$ cat config.mk
export PLATFORM = sky130hd
export DESIGN_NAME = csrbrg2
export DESIGN_NICKNAME = d
export VERILOG_FILES = /design/src/rtl/csrbrg_pkg.sv /design/src/rtl/csrbrg2.sv
export SDC_FILE = /design/constraint.sdc
export NUM_CORES = 1
export LEC_CHECK = 0
export ABC_CLOCK_PERIOD_IN_PS = 1480
export BUFFER_PORTS_ARGS = -buffer_cell sky130_fd_sc_hd__buf_2
export CAP_MARGIN = 20
export CORE_MARGIN = 5
export CORE_UTILIZATION = 38
export CTS_CLUSTER_SIZE = 25
export DETAILED_ROUTE_END_ITERATION = 10
export GPL_ROUTABILITY_DRIVEN = 0
export GPL_TIMING_DRIVEN = 0
export PLACE_DENSITY = 0.73
export SETUP_SLACK_MARGIN = 0.3
export SYNTH_ARGS = -nofsm -noshare
export SYNTH_HDL_FRONTEND = slang
export SYNTH_SLANG_ARGS = --single-unit
$ cat constraint.sdc
create_clock -name sys_clk -period 1.48 [get_ports sys_clk]
set_input_delay 0.148 -clock sys_clk [delete_from_list [all_inputs] [get_ports sys_clk]]
set_output_delay 0.148 -clock sys_clk [all_outputs]
set_load 0.05 [all_outputs]
$ cat src/rtl/csrbrg_pkg.sv
// Shared definitions for the Wishbone-to-CSR bridge: FSM encoding and wait-counter width.
package csrbrg_pkg;

    localparam int unsigned CntW = 3;

    typedef enum logic [1:0] {
        StIdle = 2'd0,
        StWait = 2'd1,
        StAck  = 2'd2,
        StErr  = 2'd3
    } state_e;

endpackage

$ cat src/rtl/csrbrg2.sv
// Wishbone classic slave to single-strobe CSR master bridge with configurable read latency,
// byte enables, cycle-drop abort and an error response outside the CSR window.
module csrbrg2
    import csrbrg_pkg::*;
#(
    parameter int unsigned CSR_AW = 15,
    parameter int unsigned DW     = 32,
    parameter int unsigned RD_LAT = 1,
    parameter bit          CHK_HI = 1'b1
) (
    input  logic              sys_clk,
    input  logic              sys_rst,
    input  logic [31:0]       wb_adr_i,
    input  logic [DW-1:0]     wb_dat_i,
    output logic [DW-1:0]     wb_dat_o,
    input  logic [DW/8-1:0]   wb_sel_i,
    input  logic              wb_cyc_i,
    input  logic              wb_stb_i,
    input  logic              wb_we_i,
    output logic              wb_ack_o,
    output logic              wb_err_o,
    output logic [CSR_AW-1:0] csr_a,
    output logic              csr_we,
    output logic [DW/8-1:0]   csr_be,
    output logic [DW-1:0]     csr_do,
    input  logic [DW-1:0]     csr_di
);

    state_e          state;
    logic [CntW-1:0] cnt;
    logic            req;
    logic            hi_nz;
    logic            oor;

    assign req   = wb_cyc_i & wb_stb_i;
    assign hi_nz = |(wb_adr_i >> (CSR_AW + 2));
    assign oor   = CHK_HI & hi_nz;

    // Responses are qualified by cyc so a dropped cycle never sees a late ack/err.
    assign wb_ack_o = (state == StAck) & wb_cyc_i;
    assign wb_err_o = (state == StErr) & wb_cyc_i;

    always_ff @(posedge sys_clk) begin
        if (sys_rst) begin
            state    <= StIdle;
            cnt      <= '0;
            csr_we   <= 1'b0;
            csr_be   <= '0;
            csr_a    <= '0;
            csr_do   <= '0;
            wb_dat_o <= '0;
        end else begin
            wb_dat_o <= csr_di;
            csr_we   <= 1'b0;
            case (state)
                StIdle: begin
                    csr_a  <= wb_adr_i[CSR_AW+1:2];
                    csr_do <= wb_dat_i;
                    csr_be <= wb_we_i ? wb_sel_i : '0;
                    if (req) begin
                        if (oor) begin
                            state <= StErr;
                        end else if (wb_we_i) begin
                            csr_we <= 1'b1;
                            state  <= StAck;
                        end else begin
                            cnt   <= CntW'(RD_LAT);
                            state <= StWait;
                        end
                    end
                end
                StWait: begin
                    // Abort takes priority over completion.
                    if (!wb_cyc_i) begin
                        state <= StIdle;
                    end else if (cnt == '0) begin
                        state <= StAck;
                    end else begin
                        cnt <= cnt - CntW'(1);
                    end
                end
                StAck:   state <= StIdle;
                StErr:   state <= StIdle;
                default: state <= StIdle;
            endcase
        end
    end

endmodule

==> run summary, run 1 <==
status -> finished clean
post-DR wirelength/cell -> 13.53 um
commonest cells after routing, fill and taps aside -> buf_2 (188), nand2_1 (101), dfxtp_1 (84)
Chip Height -> 99.17 um
Filler Cell Count -> 668
Hold Crit Start -> csr_di[19]
GRT Util Overall -> 0.1782
placed insts -> 627
Final Max Slew Viols -> 0
die area -> 9835 um2
Num CTS Buffers -> 9
Mapped Cells -> 338
worst slew pin tran -> 0.6192 ns
total of max-cap violations -> 0
dpl hpwl -> 6.808 mm
Vias -> 3,024
Final Hold Viols -> 0
leading area contributor after synthesis -> dfxtp_1
crit end category -> flip-flop
Clock Path Buffers -> 2
FMAX -> 727.0 MHz
first-pass GRT wire length -> 14.09 mm
H-tree depth -> 3
wirelength, routed -> 9.024 mm
Netlist cell types -> 30
IO buf count -> 187
nets -> 667
Fin Clk Skew -> 0.01200 ns
FF-to-FF path depth -> 6
hold path depth -> 2
Residual DRC -> 0
sequential fraction of the synthesis area -> 0.5896
Layout area overhead -> 53.91%
largest net degree at the start of global routing -> 16
reg-to-reg startpoint -> cnt[1]
Yosys reg bits -> 89
synthesized net count -> 445
layout cells sized above 1 -> 0.4336
Place WS -> -0.03842 ns
later-pin clock latency in the skew report -> 0.35 ns
Critical Path AT -> 1.58 ns
Post-Syn Area -> 3022 um2
Max stage delay on crit path -> 0.36 ns
Worst Setup Start Kind -> flip-flop
Post-DRT Antenna Nets -> 0
Min-Delay Path Class -> in2reg
# clock sinks -> 89
Finished Cell Area -> 4651 um2
final setup vio count -> 0
grt ovf -> 0
Mapped Avg Cell Area -> 8.940 um2
overall power -> 0.005837 W
top cells by area, synth -> dfxtp_1 (59%), nand2_1 (13%), a21oi_1 (9.1%)
post-synth top area share -> 0.5896
Clock Pin Slew Worst Setup and Hold Paths -> 0.08 ns
Period Utilization, post-route -> 0.9294
leakage -> 2.271 nW
Worst Path Max Fanout -> 4
ant diodes -> 0
Rows -> 32
critical path's slowest cell -> dfxtp_2
PwrDens -> 1255 nW/um2
non-filler cells in the finished layout -> 667
TritonCTS clock tree -> built
Cell Area, Placed -> 4103 um2
DRT iter0 DRCs -> 54
worst path required time -> 1.68 ns
chip width -> 99.17 um
Hold EP -> wb_dat_o[19]
yosys warns -> 0
CP startpoint -> cnt[1]
vias in the first global route -> 3,053
Initial Util -> 0.3910
fin crit period -> 1.376 ns
iteration count of the initial detailed-routing pass -> 4
Root Driver -> clkbuf_8
setup ws final -> 0.1045 ns
setup TNS -> 0 ns
Max VDD drop -> 0.0009526 V
vias per inst -> 4.534
commonest non-fill, non-tap cell in the layout -> buf_2
Setup CP Type -> reg2reg
worst reg2reg path endpoint -> cnt[1]
Reg2Reg Setup Slack -> 0.10 ns
initial antenna violation count -> 0
Cell Chain, Critical Path -> inv_4, ha_4, a311oi_4, buf_4, a2bb2oi_2, a21oi_1
RSZ-0062 raised after global routing -> yes
Core ar. -> 7727 um2
I/O pin cnt -> 191
normalized max-slew margin -> 0.5872
[cell type report]
| type | instances | area, um2 | share of cell area |
|---|---|---|---|
| Sequential cell | 89 | 1790 | 0.3850 |
| Buffer | 22 | 166.4 | 0.03578 |
| Multi-Input combinational cell | 223 | 1180 | 0.2537 |
| Clock inverter | 6 | 65.06 | 0.01399 |
| Tap cell | 102 | 127.6 | 0.02744 |
| Timing Repair Buffer | 211 | 1166 | 0.2507 |
| Clock buffer | 10 | 137.6 | 0.02959 |
| Inverter | 4 | 17.52 | 0.003766 |
[per-layer routing]
layer / share of wire / vias up / global-route usage
met5: 0 / - / 0
met4: 0.0086 / 0 / 0.04622
met3: 0.096 / 7 / 0.07013
met2: 0.50 / 109 / 0.3120
met1: 0.39 / 1365 / 0.2027
li1: - / 1543 / -
[state kept, by name (all words and copies together) (netlist names)]
register / cells
cnt: 3
csr_a: 15
csr_be: 4
csr_do: 32
csr_we: 1
state: 2
wb_dat_o: 32
[what timing repair did]
action,in CTS,in global routing
endpoints found under the setup margin,59,59
pin swaps,3,2
hold buffers,13,1
endpoints found under the hold margin,13,1
gates cloned,2,1
resized for setup,31,10
buffers inserted,2,5
[where the power goes]
group / switching (W) / leakage [nW] / internal, W / total [W]
Sequential: 0.0000776 / 0.741 / 0.00257 / 0.00265
Clock: 0.000830 / 0.103 / 0.000829 / 0.00166
Combinational: 0.00104 / 1.43 / 0.000490 / 0.00153
[Yosys cell counts]
master / count
a2111oi_1: 1
a21boi_1: 1
a21oi_1: 55
a2bb2oi_1: 1
a311oi_4: 1
a31oi_1: 1
and3_2: 1
buf_2: 12
buf_4: 1
clkbuf_1: 9
dfxtp_1: 89
ha_1: 2
inv_1: 4
mux2i_1: 1
nand2_1: 101
nand2b_1: 1
nand2b_4: 1
nand3_1: 6
nand3b_1: 1
nand4_1: 2
nor2_1: 3
nor2_2: 1
nor2b_1: 32
nor3b_1: 1
nor3b_2: 1
nor4_1: 5
nor4b_1: 1
o21a_1: 1
or2_1: 1
or3_1: 1
[worst max-delay path: cells and delay by family (launching register included)]
family	cells	cell delay [ns]
flip-flops	1	0.36
adder cells (fa/ha/maj)	1	0.16
buffers and inverters	2	0.23
AO/OA/AOI/OAI	3	0.49
[how the worst max path moves through the flow]
stage          cells past startpoint    endpoint
2_1_floorplan                      5      cnt[2]
3_3_place_gp                       4  csr_do[17]
3_5_place_dp                       4  csr_do[20]
4_1_cts                            3    wb_err_o
5_1_grt                            6      cnt[1]
6_report                           6      cnt[1]
[per-stage QoR]
step	utilization	hold WS (ns)
6_report	0.6018	0.01596
5_1_grt	0.6018	0.002359
4_1_cts	0.5900	0.001116
3_5_place_dp	0.5309	0.3619
3_3_place_gp	0.5309	0.3554
2_1_floorplan	-	0.2674
[cells by family (layout without fill, tap and decap cells)]
family,count (synthesis),in the layout,share of synthesized area
flip-flops,89,89,0.5896
buffers and inverters,26,253,0.03851
multiplexers,1,1,0.003313
AO/OA/AOI/OAI,61,61,0.1130
adder cells (fa/ha/maj),2,2,0.008280
AND/OR/NAND/NOR,159,159,0.2472
Power figures use the tool's default switching activity.
==> inputs of run 2 (changes only) <==
- ABC_CLOCK_PERIOD_IN_PS: 1480 -> 1600
- CORE_UTILIZATION: 38 -> 35
- PLACE_DENSITY: 0.73 -> 0.68
- clock period: 1.48 -> 1.6 ns (I/O delays scaled with it)
==> run summary, run 2 (synthesis results as in run 1) <==
nets -> 656 (-1.6%)
Place WS -> 0.1434 ns (+0.1818 ns)
Vias -> 2,961 (-2.1%)
Residual DRC -> 0 (unchanged)
Critical Path AT -> 1.60 ns (+0.02 ns)
Final Hold Viols -> 0 (unchanged)
gate family responsible for the most delay along the worst path -> compound AO/OA/AOI/OAI gates
Core ar. -> 8299 um2 (+7.4%)
Regs by FF count -> csr_do: 32 flops, wb_dat_o: 32 flops, csr_a: 15 flops
post-DR wirelength/cell -> 13.32 um (-1.6%)
Max VDD drop -> 0.0006926 V (-27%)
Cell Chain, Critical Path -> inv_2, ha_4, a311oi_4, buf_4, a2bb2oi_2, a21oi_1
leakage -> 2.208 nW (-2.8%)
Min-Delay Path Class -> in2reg
Period Utilization, post-route -> 0.8691 (-0.06028)
setup TNS -> 0 ns (unchanged)
FMAX -> 719.1 MHz (-1.1%)
# clock sinks -> 89 (unchanged)
later-pin clock latency in the skew report -> 0.35 ns (about the same)
first-pass GRT wire length -> 13.50 mm (-4.2%)
vias per inst -> 4.493 (-0.89%)
Num CTS Buffers -> 9 (unchanged)
Final Max Slew Viols -> 0 (unchanged)
commonest non-fill, non-tap cell in the layout -> buf_2
critical path's slowest cell -> dfxtp_2
PwrDens -> 1178 nW/um2 (-6.2%)
Worst Setup Start Kind -> flip-flop
chip width -> 102.9 um (+3.8%)
Post-DRT Antenna Nets -> 0 (unchanged)
H-tree depth -> 3 (unchanged)
dpl hpwl -> 6.614 mm (-2.8%)
layout cells sized above 1 -> 0.4332 (about the same)
Clock Pin Slew Worst Setup and Hold Paths -> 0.09 ns (about the same)
iteration count of the initial detailed-routing pass -> 4 (unchanged)
vias in the first global route -> 2,888 (-5.4%)
Rows -> 33 (+3.1%)
IO buf count -> 187 (unchanged)
number of buffer and inverter stages on the critical path -> 2 (unchanged)
crit end category -> flip-flop
wirelength, routed -> 8.776 mm (-2.7%)
initial antenna violation count -> 0 (unchanged)
worst path required time -> 1.81 ns (+0.13 ns)
final setup vio count -> 0 (unchanged)
fin crit period -> 1.391 ns (+0.01508 ns)
Worst Path Max Fanout -> 4 (unchanged)
normalized max-slew margin -> 0.6730 (+0.08584)
largest net degree at the start of global routing -> 16 (unchanged)
Initial Util -> 0.3641 (-0.02694)
grt ovf -> 0 (unchanged)
Max stage delay on crit path -> 0.34 ns (-0.02 ns)
Chip Height -> 102.9 um (+3.8%)
worst slew pin tran -> 0.4905 ns (-0.1288 ns)
die area -> 10,590 um2 (+7.7%)
GRT Util Overall -> 0.1608 (-0.01749)
total of max-cap violations -> 0 (unchanged)
setup ws final -> 0.2094 ns (+0.1049 ns)
Clock Path Buffers -> 2 (unchanged)
Layout area overhead -> 49.28%
commonest cells after routing, fill and taps aside -> buf_2 (190), nand2_1 (101), dfxtp_1 (85)
I/O pin cnt -> 191 (unchanged)
TritonCTS clock tree -> built
Root Driver -> clkbuf_8
ant diodes -> 0 (unchanged)
DRT iter0 DRCs -> 78 (+44%)
RSZ-0062 raised after global routing -> yes
Setup CP Type -> reg2reg
Fin Clk Skew -> 0.009614 ns (-0.002385 ns)
status -> finished clean
-- run 2: cell types whose count changed in the layout (fill, tap and decap cells not counted), moves of 2 or more --
cell	before	now
buf_2	188	190
buf_6	8	6
buf_8	3	1
clkbuf_4	2	0
clkbuf_8	10	12
clkinv_2	2	0
dlygate4sd3_1	14	6
-- run 2: metal layers --
layer  global-route usage  routed length, um  up-vias
met4              0.05578                145        0
met3              0.04871                922       15
met2               0.2773               4295      113
li1                     -                  -     1515
met5                    0                  0        -
met1               0.1894               3413     1318
-- run 2: timing repair --
action                                  4_1_cts  5_1_grt
hold buffers                                  6        0
pin swaps                                     6        7
resized for setup                            20       15
setup buffers                                 2        5
endpoints found under the hold margin         6        0
endpoints found under the setup margin       57       53
-- run 2: power breakdown --
group | internal, W | total, W | switching, W
Clock | 0.000707 | 0.00151 | 0.000802
Combinational | 0.000412 | 0.00135 | 0.000942
Sequential | 0.00238 | 0.00245 | 0.0000688
-- run 2: through the flow --
stage | cell area, um2 | utilization | instances | power, W | hold slack [ns]
2_1_floorplan | 3024 | - | 338 | 0.003397 | 0.2794
3_3_place_gp | 4091 | 0.4930 | 630 | 0.003758 | 0.3673
3_5_place_dp | 4091 | 0.4930 | 630 | 0.003781 | 0.3721
4_1_cts | 4422 | 0.5328 | 654 | 0.005332 | 0.0006472
5_1_grt | 4511 | 0.5435 | 659 | 0.005576 | 0.01453
6_report | 4511 | 0.5435 | 659 | 0.005313 | 0.01634
-- run 2: cell type report --
type,instances,area [um2]
buffer,22,137.6
clock buffer,12,165.2
fill,798,3789
clock inverter,4,33.78
timing repair buffer,200,1065
sequential,89,1789
multi-input combinational,223,1174
tap,105,131.4
inverter,4,15.01
-- run 2: final timing paths --
kind	cells past startpoint	slack (ns)	start	end
min	2	0.02	csr_di[7]	wb_dat_o[7]
min reg2reg	2	0.45	csr_be[2]	csr_be[2]
max	6	0.21	cnt[1]	cnt[1]
max reg2reg	6	0.21	cnt[1]	cnt[1]
